### src/rtl/tuart_tx_cfg.sv
// tuart_tx_cfg -- configurable UART transmitter for the logic-analyser host link.
//
// Sends a transaction of 1..CMD_WORDS words, low word first, on a single
// serial line. The bit divisor, parity mode, stop-bit count and word count
// are captured when a transaction is accepted and held until it finishes.
// A high xoff_i at the end of a word's stop period parks the line (idle high)
// before the next word. done_o pulses once when the last stop bit ends.
//
// Ports:
//   clk_i     system clock
//   rst_i     synchronous active-high reset
//   stb_i     transaction request, accepted when stb_i && rdy_o
//   rdy_o     idle, able to accept a transaction
//   data_i    payload, word k = data_i[k*WORD_BITS +: WORD_BITS]
//   nwords_i  number of words to send minus one
//   div_i     clock cycles per bit (0 and 1 behave as 2)
//   parity_i  00 none, 01 odd, 10 even, 11 none
//   stop2_i   0: one stop bit, 1: two stop bits
//   xoff_i    host flow control, pauses between words
//   tx_o      serial line, idle high
//   done_o    one-cycle pulse at transaction completion
module tuart_tx_cfg #(
  parameter int WORD_BITS = 8,
  parameter int CMD_WORDS = 4,
  parameter int DIV_BITS  = 16
) (
  input  logic                           clk_i,
  input  logic                           rst_i,
  input  logic                           stb_i,
  output logic                           rdy_o,
  input  logic [CMD_WORDS*WORD_BITS-1:0] data_i,
  input  logic [$clog2(CMD_WORDS)-1:0]   nwords_i,
  input  logic [DIV_BITS-1:0]            div_i,
  input  logic [1:0]                     parity_i,
  input  logic                           stop2_i,
  input  logic                           xoff_i,
  output logic                           tx_o,
  output logic                           done_o
);

  localparam int NW_W  = $clog2(CMD_WORDS);
  localparam int BIT_W = $clog2(WORD_BITS);

  typedef enum logic [2:0] {
    S_IDLE,
    S_START,
    S_DATA,
    S_PARITY,
    S_STOP,
    S_HOLD
  } state_t;

  // Reload value for the bit counter: divisors below 2 are clamped to 2.
  function automatic logic [DIV_BITS-1:0] eff_divm1(input logic [DIV_BITS-1:0] d);
    if (d < DIV_BITS'(2)) begin
      return DIV_BITS'(1);
    end
    return d - 1'b1;
  endfunction

  // Even parity is the XOR of the data bits; odd is its inverse.
  function automatic logic par_bit(input logic [WORD_BITS-1:0] w, input logic odd);
    return (^w) ^ odd;
  endfunction

  state_t                         state_q, state_n;
  logic [DIV_BITS-1:0]            cnt_q, cnt_n;
  logic [BIT_W-1:0]               bit_q, bit_n;
  logic [NW_W-1:0]                widx_q, widx_n;
  logic                           tx_q, tx_n;
  logic                           done_q, done_n;
  logic                           accept;

  // Per-transaction settings, captured at accept.
  logic [CMD_WORDS*WORD_BITS-1:0] data_q;
  logic [NW_W-1:0]                nw_q;
  logic [DIV_BITS-1:0]            divm1_q;
  logic                           par_en_q;
  logic                           par_odd_q;
  logic                           stop2_q;

  logic [WORD_BITS-1:0]           word_n;

  always_comb begin
    state_n = state_q;
    cnt_n   = cnt_q;
    bit_n   = bit_q;
    widx_n  = widx_q;
    done_n  = 1'b0;
    accept  = 1'b0;
    tx_n    = 1'b1;
    word_n  = '0;

    unique case (state_q)
      S_IDLE: begin
        if (stb_i) begin
          accept  = 1'b1;
          state_n = S_START;
          cnt_n   = eff_divm1(div_i);
          widx_n  = '0;
          bit_n   = '0;
        end
      end
      S_START: begin
        if (cnt_q == '0) begin
          state_n = S_DATA;
          cnt_n   = divm1_q;
          bit_n   = '0;
        end else begin
          cnt_n = cnt_q - 1'b1;
        end
      end
      S_DATA: begin
        if (cnt_q == '0) begin
          cnt_n = divm1_q;
          if (bit_q == BIT_W'(WORD_BITS - 1)) begin
            bit_n   = '0;
            state_n = par_en_q ? S_PARITY : S_STOP;
          end else begin
            bit_n = bit_q + 1'b1;
          end
        end else begin
          cnt_n = cnt_q - 1'b1;
        end
      end
      S_PARITY: begin
        if (cnt_q == '0) begin
          state_n = S_STOP;
          cnt_n   = divm1_q;
          bit_n   = '0;
        end else begin
          cnt_n = cnt_q - 1'b1;
        end
      end
      S_STOP: begin
        // bit_q counts stop bits so two stop bits reuse the same counter.
        if (cnt_q == '0) begin
          if (stop2_q && (bit_q == '0)) begin
            bit_n = BIT_W'(1);
            cnt_n = divm1_q;
          end else if (widx_q == nw_q) begin
            state_n = S_IDLE;
            done_n  = 1'b1;
          end else if (xoff_i) begin
            state_n = S_HOLD;
          end else begin
            state_n = S_START;
            cnt_n   = divm1_q;
            widx_n  = widx_q + 1'b1;
          end
        end else begin
          cnt_n = cnt_q - 1'b1;
        end
      end
      S_HOLD: begin
        if (!xoff_i) begin
          state_n = S_START;
          cnt_n   = divm1_q;
          widx_n  = widx_q + 1'b1;
        end
      end
      default: begin
        state_n = S_IDLE;
      end
    endcase

    // Line level is registered from the next state so tx_o is glitch-free.
    word_n = data_q[int'(widx_n)*WORD_BITS +: WORD_BITS];
    unique case (state_n)
      S_START:  tx_n = 1'b0;
      S_DATA:   tx_n = word_n[bit_n];
      S_PARITY: tx_n = par_bit(word_n, par_odd_q);
      default:  tx_n = 1'b1;
    endcase
  end

  always_ff @(posedge clk_i) begin
    if (rst_i) begin
      state_q <= S_IDLE;
      cnt_q   <= '0;
      bit_q   <= '0;
      widx_q  <= '0;
      tx_q    <= 1'b1;
      done_q  <= 1'b0;
    end else begin
      state_q <= state_n;
      cnt_q   <= cnt_n;
      bit_q   <= bit_n;
      widx_q  <= widx_n;
      tx_q    <= tx_n;
      done_q  <= done_n;
    end
  end

  always_ff @(posedge clk_i) begin
    if (accept) begin
      data_q    <= data_i;
      nw_q      <= nwords_i;
      divm1_q   <= eff_divm1(div_i);
      par_en_q  <= (parity_i == 2'b01) || (parity_i == 2'b10);
      par_odd_q <= (parity_i == 2'b01);
      stop2_q   <= stop2_i;
    end
  end

  assign rdy_o  = (state_q == S_IDLE);
  assign tx_o   = tx_q;
  assign done_o = done_q;

endmodule

### config.mk
export PLATFORM = sky130hd
export DESIGN_NAME = tuart_tx_cfg
export DESIGN_NICKNAME = d
export VERILOG_FILES = /design/src/rtl/tuart_tx_cfg.sv
export SDC_FILE = /design/constraint.sdc
export NUM_CORES = 1
export LEC_CHECK = 0
export ABC_AREA = 1
export CELL_PAD_IN_SITES_DETAIL_PLACEMENT = 1
export CELL_PAD_IN_SITES_GLOBAL_PLACEMENT = 1
export CORE_MARGIN = 2
export CORE_UTILIZATION = 25
export DETAILED_ROUTE_END_ITERATION = 8
export PLACE_DENSITY = 0.56
export SETUP_SLACK_MARGIN = 0.05
export SYNTH_ARGS = -nofsm -noshare
export SYNTH_HDL_FRONTEND = slang
export SYNTH_SLANG_ARGS = --single-unit
### constraint.sdc
create_clock -name clk_i -period 9.7 [get_ports clk_i]
set_input_delay 1.455 -clock clk_i [delete_from_list [all_inputs] [get_ports clk_i]]
set_output_delay 1.455 -clock clk_i [all_outputs]
set_load 0.03 [all_outputs]
* After elaboration in Yosys (flattened, before gate mapping)
Cells that the tools add are included.
** Word-level totals
- ROM bits :: 0
- Output and inout port bits :: 3
- Memories :: 0
- Bits in latches :: 0
- Input port bits :: 57
- Bits in writable memories :: 0
- Register bits after elaboration :: 79
** Operators by class
- Bitwise logic cells :: 3
- Muxes and demuxes :: 45
- Divide/modulo/power cells :: 0
- Eq/ne operators :: 14
- Magnitude comparators :: 2
- $add $sub $neg :: 4
- $mul :: 0
- Shift-type cells :: 1
- Reduce and logical (&&, ||, !) cells :: 11
** Operators with widths (number)
- $mux 16 :: 9
- $pmux 16 s4 :: 1
- $mux 3 :: 17
- $shiftx 32x6->8 :: 1
- $sub 16x1->16 const B :: 2
- $pmux 3 s6 :: 1
- $logic_not 16->1 :: 1
- $lt 16x2->1 const B :: 1
- $eq 3x2->1 const B :: 4
- $pmux 3 s4 :: 1
- $mux 2 :: 5
- $eq 3x3->1 const B :: 3
- $mux 1 :: 8
- $reduce_xor 8->1 :: 1
- $eq 3x1->1 const B :: 2
- $logic_not 3->1 :: 2
- $pmux 2 s3 :: 1
- $lt 3x4->1 const B :: 1
- $ne 4x4->1 const B :: 1
- $reduce_bool 4->1 :: 1
- $reduce_or 4->1 :: 1
- $add 3x1->3 const B :: 1
- $bmux 1 s3 :: 1
- $pmux 1 s3 :: 1
- 12 further kinds :: 13

* Longest topological paths before layout
Gate-level depths: netlist (run 1).
- Depth in word-level cells :: 10
- Gate-level depth with buffers :: 23

* Worst setup path after synthesis (run 1)
Ideal clock, no wire load.
- Path kind :: input -> register
- Start point :: in stb_i
- End point :: reg tx_q (netlist: tx_o)
- Stages :: 11
- Arrival time :: 6.039 ns
- Slack :: 3.548 ns
- Data required time :: 9.587 ns
- Setup time :: 0.113 ns
- Path through :: inv_1 nor3_1 nor4_1 nand2_1 inv_1 nor2_1 nor2_1 nor2_1 nand2_1 inv_1 nand2_1
** Between the ends
- Word-level cells in the longest chain between the ends :: 6
- Elaborated cells on any way between the ends :: 15
- Classes of those cells :: 3 x eq/ne; 1 x shift; 9 x mux; 1 x bitwise; 1 x reduce/logical
** RTL lines
- start, declared :: RTL line 29 : input logic stb_i,
- $mux 2 :: RTL line 96 : if (stb_i) begin
- $pmux 2 s3 :: RTL line 94 : unique case (state_q)
- $shiftx 32x6->8 :: RTL line 168 : word_n = data_q[int'(widx_n)*WORD_BITS +: WORD_BITS];
- $bmux 1 s3 / $reduce_xor 8->1 (equally long branches) :: RTL line 171, 63
- $mux 1 (implied by the code) / $xor 1x1->1 (equally long branches) :: RTL line 171, 63
- $pmux 1 s3 (*) :: RTL line 169 : unique case (state_n)
- end signal, assigned :: RTL line 190 : tx_q <= tx_n;
- end, declared :: RTL line 70 : logic tx_q, tx_n;
Mark *: on every way between the ends. The rest lies on a longest branch, timed or not. The select of a mux whose other input is x is not followed.
A chain may end at the register's enable or synchronous reset.

* Worst setup path after layout (run 1)
- Start point :: in xoff_i
- End point :: reg tx_q (netlist: tx_o)
** Between the ends
- Word-level cells in the longest chain between the ends :: 9
- Elaborated cells on any way between the ends :: 20
- Classes of those cells :: 3 x eq/ne; 1 x shift; 14 x mux; 1 x bitwise; 1 x reduce/logical
** RTL lines
- start, declared :: RTL line 36 : input logic xoff_i,
- $mux 2 :: RTL line 144, 156
- $mux 2 :: RTL line 141 : end else if (widx_q == nw_q) begin
- $mux 2 :: RTL line 138 : if (stop2_q && (bit_q == '0)) begin
- $mux 2 :: RTL line 137 : if (cnt_q == '0) begin
- $pmux 2 s3 :: RTL line 94
- $shiftx 32x6->8 :: RTL line 168
- $bmux 1 s3 / $reduce_xor 8->1 (equally long branches) :: RTL line 171, 63
- $mux 1 (implied by the code) / $xor 1x1->1 (equally long branches) :: RTL line 171, 63
- $pmux 1 s3 (*) :: RTL line 169
Marks and branches as above.

==> results.toml, run 1 <==
[finish]
finalNonFillerCells = 1081
syn_to_final_growth_pct = 20.6
drive_gt1_share_pct = 8.06
diodes = 0
num-fill-cells = 2574
nets = 864

[cts]
cts.sinks = 79
clk_path_buf_depth = 2
cts_tree = "yes"
clk_latency_ns = 0.35
clk_pin_slew_ns = 0.06
clockRootBuffer = "clkbuf_16"
hold_buffers = 0
cts_setup_buffers = 0
numCtsBuffers = 9
cts_resized = 0
cts-htree-levels = 3

[critical_path]
critPathCaptureType = "register"
crit_required_ns = 9.94
r2r-start = "state_q[2]$_SDFF_PP0_"
critPathSlowestCell = "nand3_1"
r2r_end = "tx_o$_SDFF_PP1_"
crit_fanout = 26
r2r_cells = 18
path_cells = "clkdlybuf4s50_1 -> buf_4 -> inv_2 -> nand2_1 -> nand3_1 -> nand3_4 -> nand2_1 -> nand2_1 -> nand2_1 -> nand2_1 -> nand2_1 -> nand2_1 -> nand2_1 -> nand2_1 -> nand2_1 -> nand2_1 -> nand2_1 -> nand3_1 -> nand2_1"
path_delay_family = "simple AND/OR/NAND/NOR gates"
worst-setup-path-type = "in2reg"
crit_buf_inv = 3
cp-start-kind = "input pin"
r2r_slack_ns = 6.17
cp.arrival_ns = 4.74
cp_common_cell = "nand2_1"
max_stage_delay_ns = 0.67
critPathLaunch = "xoff_i"

[timing]
period_share_pct = 46.3
fmax_ghz = 0.223
rsz0062_at_grt = "no"
finalCriticalPeriod_ns = 4.49
slew_violations = 0
final-setup-viol-count = 0
whs_ns = 0.514
final.setup_skew_ns = 0.00668
relSlewSlack_pct = 30.7
fin_tns_setup_ns = 0
tightest_slew_ns = 1.04
hold_viol_final = 0

[global_route]
antenna_found_initial = 0
grt_start_max_net_pins = 54
grt_pass1_vias = 5647
grt_pass1_wl_mm = 29.4
grt_util_all_layers_pct = 16.7
overflow = 0

[drt]
via_per_inst = 4.91
routed_wl_mm = 18.5
antenna_left = 0
initialDrtViolationCount = 236
drc = 0
first_pass_iters = 4
vias = 5305
wl_per_cell_microns = 17.1

[yosys]
ys_warn_count = 0
synth_edf_count = 53
yosys.cell_count.top_type = "nand2_1"
yosys_register_bits = 79
seq_area_frac_synth_pct = 39.1
synth_fp_nets = 815
avgSynthCellArea_sq_um = 7.19
synth.area.top_cells = "edfxtp_1 (29%), nand2_1 (15%), dfxtp_1 (9.6%), inv_1 (6.7%), nand3_1 (4.4%)"
syn_area_sq_um = 5400
synth_cells = 752
synth_common_cells = "nand2_1 (214), inv_1 (97), nor2_1 (61), edfxtp_1 (53), nand3_1 (48)"
synth_ff_type = "edfxtp_1"
ys_types = 45
async_flop_share_pct = 0
synth_top_area_share_pct = 29.5
yosys.area.top_type = "edfxtp_1"

[floorplanning]
initial_utilization_pct = 25.6
ioPinCount = 60
dieArea_sq_um = 22800
core-area_sq_um = 21100
die_w_microns = 151
die_h_microns = 151
row_count = 53

[power_and_ir_drop]
leakagePower_nw = 2.76
sequentialPowerShare_pct = 41.9
p_int_mw = 0.672
power.switching_mw = 0.348
powerDensity_nw_per_um2 = 157
combPwrFrac_pct = 26.9
swShare_pct = 34.1
peakVddDrop_mv = 0.0584
pwr-share-clk_pct = 31.2

[min_path]
hold_depth = 2
hp-start = "cnt_q[1]$_SDFFE_PP0P_"
hp-class = "reg2reg"
worst_hold_path.endpoint = "cnt_q[1]$_SDFFE_PP0P_"

[placed_design]
port_buffers = 59
dp_cells = 1065
place_congestion = 0.782
hpwl_mm = 13.5

[flow_run]
drv_cap = 0

[outcome]
status = "finished, final reports clean"
[power groups by stage]
| stage | Clock (mW) | Combinational (mW) | Sequential (mW) |
|---|---|---|---|
| detailed placement | 0 | 0.274 | 0.434 |
| global placement | 0 | 0.267 | 0.433 |
| global route | 0.341 | 0.308 | 0.432 |
| finish | 0.319 | 0.275 | 0.427 |
| floorplan | 0 | 0.179 | 0.429 |
| CTS | 0.330 | 0.277 | 0.427 |
[stage by stage]
step / worst slack, ns / util, % / power (mW) / area, sq um
6_report: 5.21 / 30.9 / 1.02 / 6520
2_1_floorplan: 3.55 / - / 0.608 / 5400
4_1_cts: 5.22 / 30.9 / 1.03 / 6520
3_5_place_dp: 4.87 / 29.6 / 0.709 / 6250
3_3_place_gp: 5.04 / 29.6 / 0.700 / 6250
5_1_grt: 4.84 / 30.9 / 1.08 / 6520
[kinds of logic (layout without fill, tap and decap cells)]
group | Yosys count | count (layout) | share of synthesized area, %
flops | 79 | 79 | 39.1
simple gates | 395 | 395 | 33.7
buf+inv | 134 | 188 | 10.2
xor+xnor | 10 | 10 | 1.62
fa+ha+maj | 6 | 6 | 1.39
compound gates | 128 | 128 | 14.0
[metal layers]
layer  GRT usage (%)  vias up  share of wire (%)
met5               0        -                  0
met4            4.77        0                1.7
met2            31.4       86                 51
met3            2.71       22                3.0
met1            19.4     2593                 44
li1                -     2604                  -
[state kept, by name, indices dropped and copies added (netlist names)]
| name | count |
|---|---|
| done_o | 1 |
| par_odd_q | 1 |
| nw_q | 2 |
| bit_q | 3 |
| stop2_q | 1 |
| tx_o | 1 |
| par_en_q | 1 |
| widx_q | 2 |
| cnt_q | 16 |
| divm1_q | 16 |
| data_q | 32 |
| state_q | 3 |
[worst max path at each step]
stage                      end  slack (ns)  cells after the start
2_1_floorplan  tx_o$_SDFF_PP1_        3.55                     11
3_3_place_gp   tx_o$_SDFF_PP1_        5.04                     19
3_5_place_dp   tx_o$_SDFF_PP1_        4.87                     19
4_1_cts        tx_o$_SDFF_PP1_        5.22                     19
5_1_grt        tx_o$_SDFF_PP1_        4.84                     19
6_report       tx_o$_SDFF_PP1_        5.21                     19
[placed cells by master, fill, tap and decap left out, types with 6 or more instances in the layout]
master	instances
nand2_1	214
inv_1	97
nor2_1	60
clkdlybuf4s50_1	59
edfxtp_1	53
nand3_1	48
o21ai_0	46
a21oi_1	38
dfxtp_1	26
nand4_1	23
o211ai_1	15
xor2_1	9
clkbuf_16	9
inv_2	8
nand3_2	7
nor3_1	6
ha_1	6
buf_4	6
[final cells by class]
class / count / area [sq um] / area share, %
clock buffer: 11 / 233 / 3.57
clock inverter: 5 / 35.0 / 0.538
inverter: 107 / 404 / 6.20
multi-input combinational: 539 / 2750 / 42.3
sequential: 79 / 2110 / 32.4
tap: 275 / 344 / 5.28
timing repair buffer: 65 / 636 / 9.75
[worst min-delay path, delay by kind of cell (launching register included)]
kind / cells / cell delay (ns)
flip-flops: 1 / 0.34
AND/OR/NAND/NOR: 1 / 0.07
AO/OA/AOI/OAI: 1 / 0.05
No activity file was read; power rests on OpenSTA's default activity.
==> run 2: changes to the inputs <==
clock period = 4.25 ns   (was 9.7 ns; I/O delays follow)
==> run 2 against run 1 <==
  * Power up 140%
  * Global-route usage is 0.47 points higher
  * Final area rose by 0.98%
  * Clock skew is 0.0050 ns higher
  * Worst hold slack better by 0.012 ns
  * Setup slack worse by 4.0 ns
  * Highest routed layer unchanged
==> results.toml, run 2 (synthesis results as in run 1) <==
[cts]
clk_latency_ns = 0.35
numCtsBuffers = 9
cts-htree-levels = 3
cts.sinks = 79
cts_tree = "yes"
cts_setup_buffers = 0
cts_resized = 0
clockRootBuffer = "clkbuf_16"
hold_buffers = 0
clk_path_buf_depth = 2
clk_pin_slew_ns = 0.07

[critical_path]
crit_fanout = 25
cp.arrival_ns = 3.25
max_stage_delay_ns = 0.59
cp_common_cell = "nand2_1"
crit_required_ns = 4.49
path_cells = "inv_2 -> nor2_1 -> buf_4 -> inv_1 -> a21oi_2 -> nand2_4 -> nand3_4 -> nand2_1 -> nand2_1 -> nand2_1 -> nand2_1 -> nand2_1 -> nand2_1 -> nand2_1 -> nand2_1 -> nand2_1 -> nand2_1 -> nand2_1 -> nand3_1 -> nand2_1"
critPathCaptureType = "register"
critPathSlowestCell = "dfxtp_1"
worst-setup-path-type = "reg2reg"
cp-start-kind = "register"

[flow_run]
drv_cap = 0

[timing]
final.setup_skew_ns = 0.0117
fmax_ghz = 0.332
whs_ns = 0.526
finalCriticalPeriod_ns = 3.01
tightest_slew_ns = 0.892
final-setup-viol-count = 0
period_share_pct = 70.8
slew_violations = 0
fin_tns_setup_ns = 0
hold_viol_final = 0
relSlewSlack_pct = 40.3
rsz0062_at_grt = "no"

[drt]
initialDrtViolationCount = 248
vias = 5308
antenna_left = 0
wl_per_cell_microns = 17.0
routed_wl_mm = 18.5
drc = 0
first_pass_iters = 4
via_per_inst = 4.89

[global_route]
grt_util_all_layers_pct = 17.2
grt_start_max_net_pins = 54
overflow = 0
grt_pass1_vias = 5873
grt_pass1_wl_mm = 30.1
antenna_found_initial = 0

[finish]
nets = 868
drive_gt1_share_pct = 8.64
syn_to_final_growth_pct = 21.8
layout_commonest_cell = "nand2_1"
reg_top3 = "data_q x32, cnt_q x16, divm1_q x16"
diodes = 0
largest_reg_flops = 32
layout_common_cells = "nand2_1 (214), inv_1 (97), nor2_1 (61)"
finalNonFillerCells = 1085
largest-register = "data_q"

[floorplanning]
initial_utilization_pct = 25.6
die_w_microns = 151
row_count = 53
ioPinCount = 60
dieArea_sq_um = 22800
die_h_microns = 151
core-area_sq_um = 21100

[placed_design]
dp_cells = 1069
place_congestion = 0.816
port_buffers = 59
hpwl_mm = 13.7

[power_and_ir_drop]
leakagePower_nw = 2.80
power.total_mw = 2.42
peakVddDrop_mv = 0.148
powerDensity_nw_per_um2 = 368

[min_path]
hp-class = "reg2reg"

[outcome]
status = "finished, final reports clean"
==> run 2: cell types whose count changed in the layout (fill, tap and decap cells not counted), sizes merged <==
cell / before / now
inv: 108 / 110
buf: 6 / 10
clkinv: 3 / 1
bufinv: 0 / 1
clkbuf: 11 / 10
==> run 2: power by group <==
part | leakage, nW | internal, mW | switching [mW]
logic | 1.93 | 0.225 | 0.401
clock network | 0.146 | 0.466 | 0.358
registers | 0.720 | 0.912 | 0.0613
total | 2.80 | 1.60 | 0.820
==> run 2: final timing paths <==
path	to	from	cells after the start	slack [ns]
worst max-delay path	tx_o$_SDFF_PP1_	state_q[2]$_SDFF_PP0_	20	1.24
worst min-delay path	cnt_q[0]$_SDFFE_PP0P_	cnt_q[0]$_SDFFE_PP0P_	2	0.53
worst max register to register	tx_o$_SDFF_PP1_	state_q[2]$_SDFF_PP0_	20	1.24
worst min register to register	cnt_q[0]$_SDFFE_PP0P_	cnt_q[0]$_SDFFE_PP0P_	2	0.53
==> run 2: worst max-delay path: cells and delay by family, from the launching register on <==
family | cells | cell delay [ns]
AND/OR/NAND/NOR | 16 | 1.48
buffers and inverters | 3 | 0.62
flip-flops | 1 | 0.59
AO/OA/AOI/OAI | 1 | 0.19
==> run 2: per-layer routing <==
layer	share of wire, %	global-route usage [%]	vias to the layer above
met4	1.6	5.14	0
met2	51	31.3	106
met1	44	20.4	2579
met3	3.7	3.13	18
met5	0	0	-
li1	-	-	2605
==> run 2: layout make-up <==
| cell class | count | area (sq um) |
|---|---|---|
| Sequential cell | 79 | 2110 |
| Clock buffer | 10 | 229 |
| Inverter | 107 | 404 |
| Tap cell | 275 | 344 |
| Clock inverter | 6 | 75.1 |
| Multi-Input combinational cell | 539 | 2750 |
| Timing Repair Buffer | 69 | 666 |
| Fill cell | 2595 | 14500 |
==> run 2: stage by stage <==
step                      worst slack (ns)  cell area [sq um]  utilization [%]
after floorplan                      0.558               5410                -
after global placement                1.02               6280             29.8
after detailed placement             0.892               6280             29.8
after CTS                             1.23               6580             31.2
after global routing                 0.841               6580             31.2
final                                 1.24               6580             31.2
==> run 3: changes to the inputs <==
PLACE_DENSITY = 0.58   (was 0.56)
clock period = 2.7 ns   (was 4.25 ns; I/O delays follow)
==> run 3 against run 2 <==
  * Flip-flop and latch count unchanged
  * First-iteration DRC count up 11%
  * Final cell count grew 4.0%
  * Final area rose by 7.9%
  * Non-clock buffer count is 43 higher
  * Via count is essentially flat
  * Critical path depth is 2 higher
  * Setup slack worse by 0.96 ns
  * Worst hold slack got worse by 0.023 ns
  * Combinational power is 74% higher
==> results.toml, run 3 (synthesis results as in run 1) <==
[drt]
first_pass_iters = 4
drc = 0
via_per_inst = 4.70
wl_per_cell_microns = 16.0
initialDrtViolationCount = 276
antenna_left = 0
routed_wl_mm = 18.1
vias = 5307

[timing]
period_share_pct = 89.6
relSlewSlack_pct = 59.9
whs_ns = 0.503
final.setup_skew_ns = 0.00911
fmax_ghz = 0.413
tightest_slew_ns = 0.601
final-setup-viol-count = 0
slew_violations = 0
hold_viol_final = 0
finalCriticalPeriod_ns = 2.42
rsz0062_at_grt = "no"

[cts]
clk_pin_slew_ns = 0.07
hold_buffers = 0
numCtsBuffers = 9
clk_path_buf_depth = 2
cts.sinks = 79
clk_latency_ns = 0.35
cts-htree-levels = 3
clockRootBuffer = "clkbuf_16"
cts_tree = "yes"

[finish]
finalNonFillerCells = 1128
final_design_area_no_fill_sq_um = 7100
layout_commonest_cell = "nand2_1"
largest_reg_flops = 32
drive_gt1_share_pct = 15.6
reg_top3 = "data_q x32, cnt_q x16, divm1_q x16"
layout_common_cells = "nand2_1 (207), inv_1 (95), clkdlybuf4s50_1 (59)"
utilization_pct = 33.7
syn_to_final_growth_pct = 31.4
diodes = 0
nets = 911
largest-register = "data_q"

[global_route]
grt_pass1_wl_mm = 28.9
grt_start_max_net_pins = 54
grt_util_all_layers_pct = 16.6
grt_pass1_vias = 5371
antenna_found_initial = 0
overflow = 0

[min_path]
worst_hold_path.endpoint = "cnt_q[0]$_SDFFE_PP0P_"
hp-class = "reg2reg"
hold_depth = 2
hp-start = "cnt_q[0]$_SDFFE_PP0P_"

[power_and_ir_drop]
leakagePower_nw = 3.06
power.total_mw = 3.88
powerDensity_nw_per_um2 = 546
peakVddDrop_mv = 0.229

[placed_design]
hpwl_mm = 13.4
port_buffers = 59
place_congestion = 0.800
place_area_sq_um = 6640
dp_cells = 1106

[critical_path]
crit_fanout = 8
r2r_cells = 22
cp-start-kind = "register"
cp.arrival_ns = 2.67
critPathLaunch = "cnt_q[0]$_SDFFE_PP0P_"
critPathCaptureType = "register"
r2r_slack_ns = 0.28
worst-setup-path-type = "reg2reg"
r2r-start = "cnt_q[0]$_SDFFE_PP0P_"
r2r_end = "tx_o$_SDFF_PP1_"
crit_required_ns = 2.95

[outcome]
status = "finished, final reports clean"

[flow_run]
drv_cap = 0

[floorplanning]
ioPinCount = 60
initial_utilization_pct = 25.6
core-area_sq_um = 21100
row_count = 53
dieArea_sq_um = 22800
die_w_microns = 151
die_h_microns = 151
run 3: cell types whose count changed in the layout (fill, tap and decap cells not counted), moves of 3 or more:
cell and delta:
dfxtp_2 +4, dfxtp_1 -4, nor2_4 +4, nand2_2 +6, buf_4 +35, nor2_2 +3, nor2_1 -7, buf_12 +7
nand2_1 -7
run 3: how the worst max path moves through the flow:
stage                                   endpoint  slack [ns]  cells after the start
after detailed placement  cnt_q[14]$_SDFFE_PP0P_       -0.02                     15
after global placement           tx_o$_SDFF_PP1_        0.03                     21
after CTS                        tx_o$_SDFF_PP1_        0.05                     22
after global routing             tx_o$_SDFF_PP1_        0.03                     22
after floorplan                  tx_o$_SDFF_PP1_        0.09                     12
final                            tx_o$_SDFF_PP1_        0.28                     22
run 3: report_power, final:
| part | switching [mW] | internal (mW) |
|---|---|---|
| registers | 0.0915 | 1.44 |
| clock network | 0.541 | 0.720 |
| logic | 0.666 | 0.424 |
run 3: what timing repair did:
action | CTS | global route
setup buffers | 0 | 5
pin swaps | 0 | 10
setup endpoints to repair | 1 | 1
cloned | 0 | 1
resized for setup | 1 | 31
run 3: metrics by stage:
stage                     setup TNS, ns  setup slack [ns]
after global routing                  0            0.0305
after CTS                             0            0.0537
after global placement                0            0.0318
final                                 0             0.281
after detailed placement        -0.0422           -0.0249
after floorplan                       0            0.0875
run 3: worst max-delay path: stages (launching register included):
cell and delay [ns]:
dfxtp_2 0.34, inv_2 0.07, ha_4 0.16, nand2_8 0.08, nor2_4 0.11, nand2_4 0.09
nor2_4 0.13, a21oi_2 0.08, nand2_4 0.10, nand3_4 0.16, clkbuf_16 0.21, nand2_1 0.06
nand3_1 0.07, nand2_2 0.11, inv_1 0.06, nand2_1 0.07, nand2_1 0.05, nand2_1 0.06
nand2_1 0.07, inv_1 0.06, nand2_1 0.04, nand3_1 0.06, nand2_1 0.05
run 3: cell type report:
class | count | area (sq um)
clock inverters | 5 | 58.8
clock buffers | 11 | 233
flip-flops and latches | 79 | 2120
multi-input cells | 539 | 2850
repair buffers | 112 | 1090
fillers | 2626 | 14000
inverters | 107 | 404
well taps | 275 | 344
run 3: layer usage:
| layer | vias up | part of all wire [%] | GRT usage, % |
|---|---|---|---|
| li1 | 2691 | - | - |
| met1 | 2539 | 48 | 21.3 |
| met2 | 63 | 48 | 28.9 |
| met3 | 14 | 2.4 | 2.50 |
| met4 | 0 | 1.4 | 4.63 |
| met5 | - | 0 | 0 |
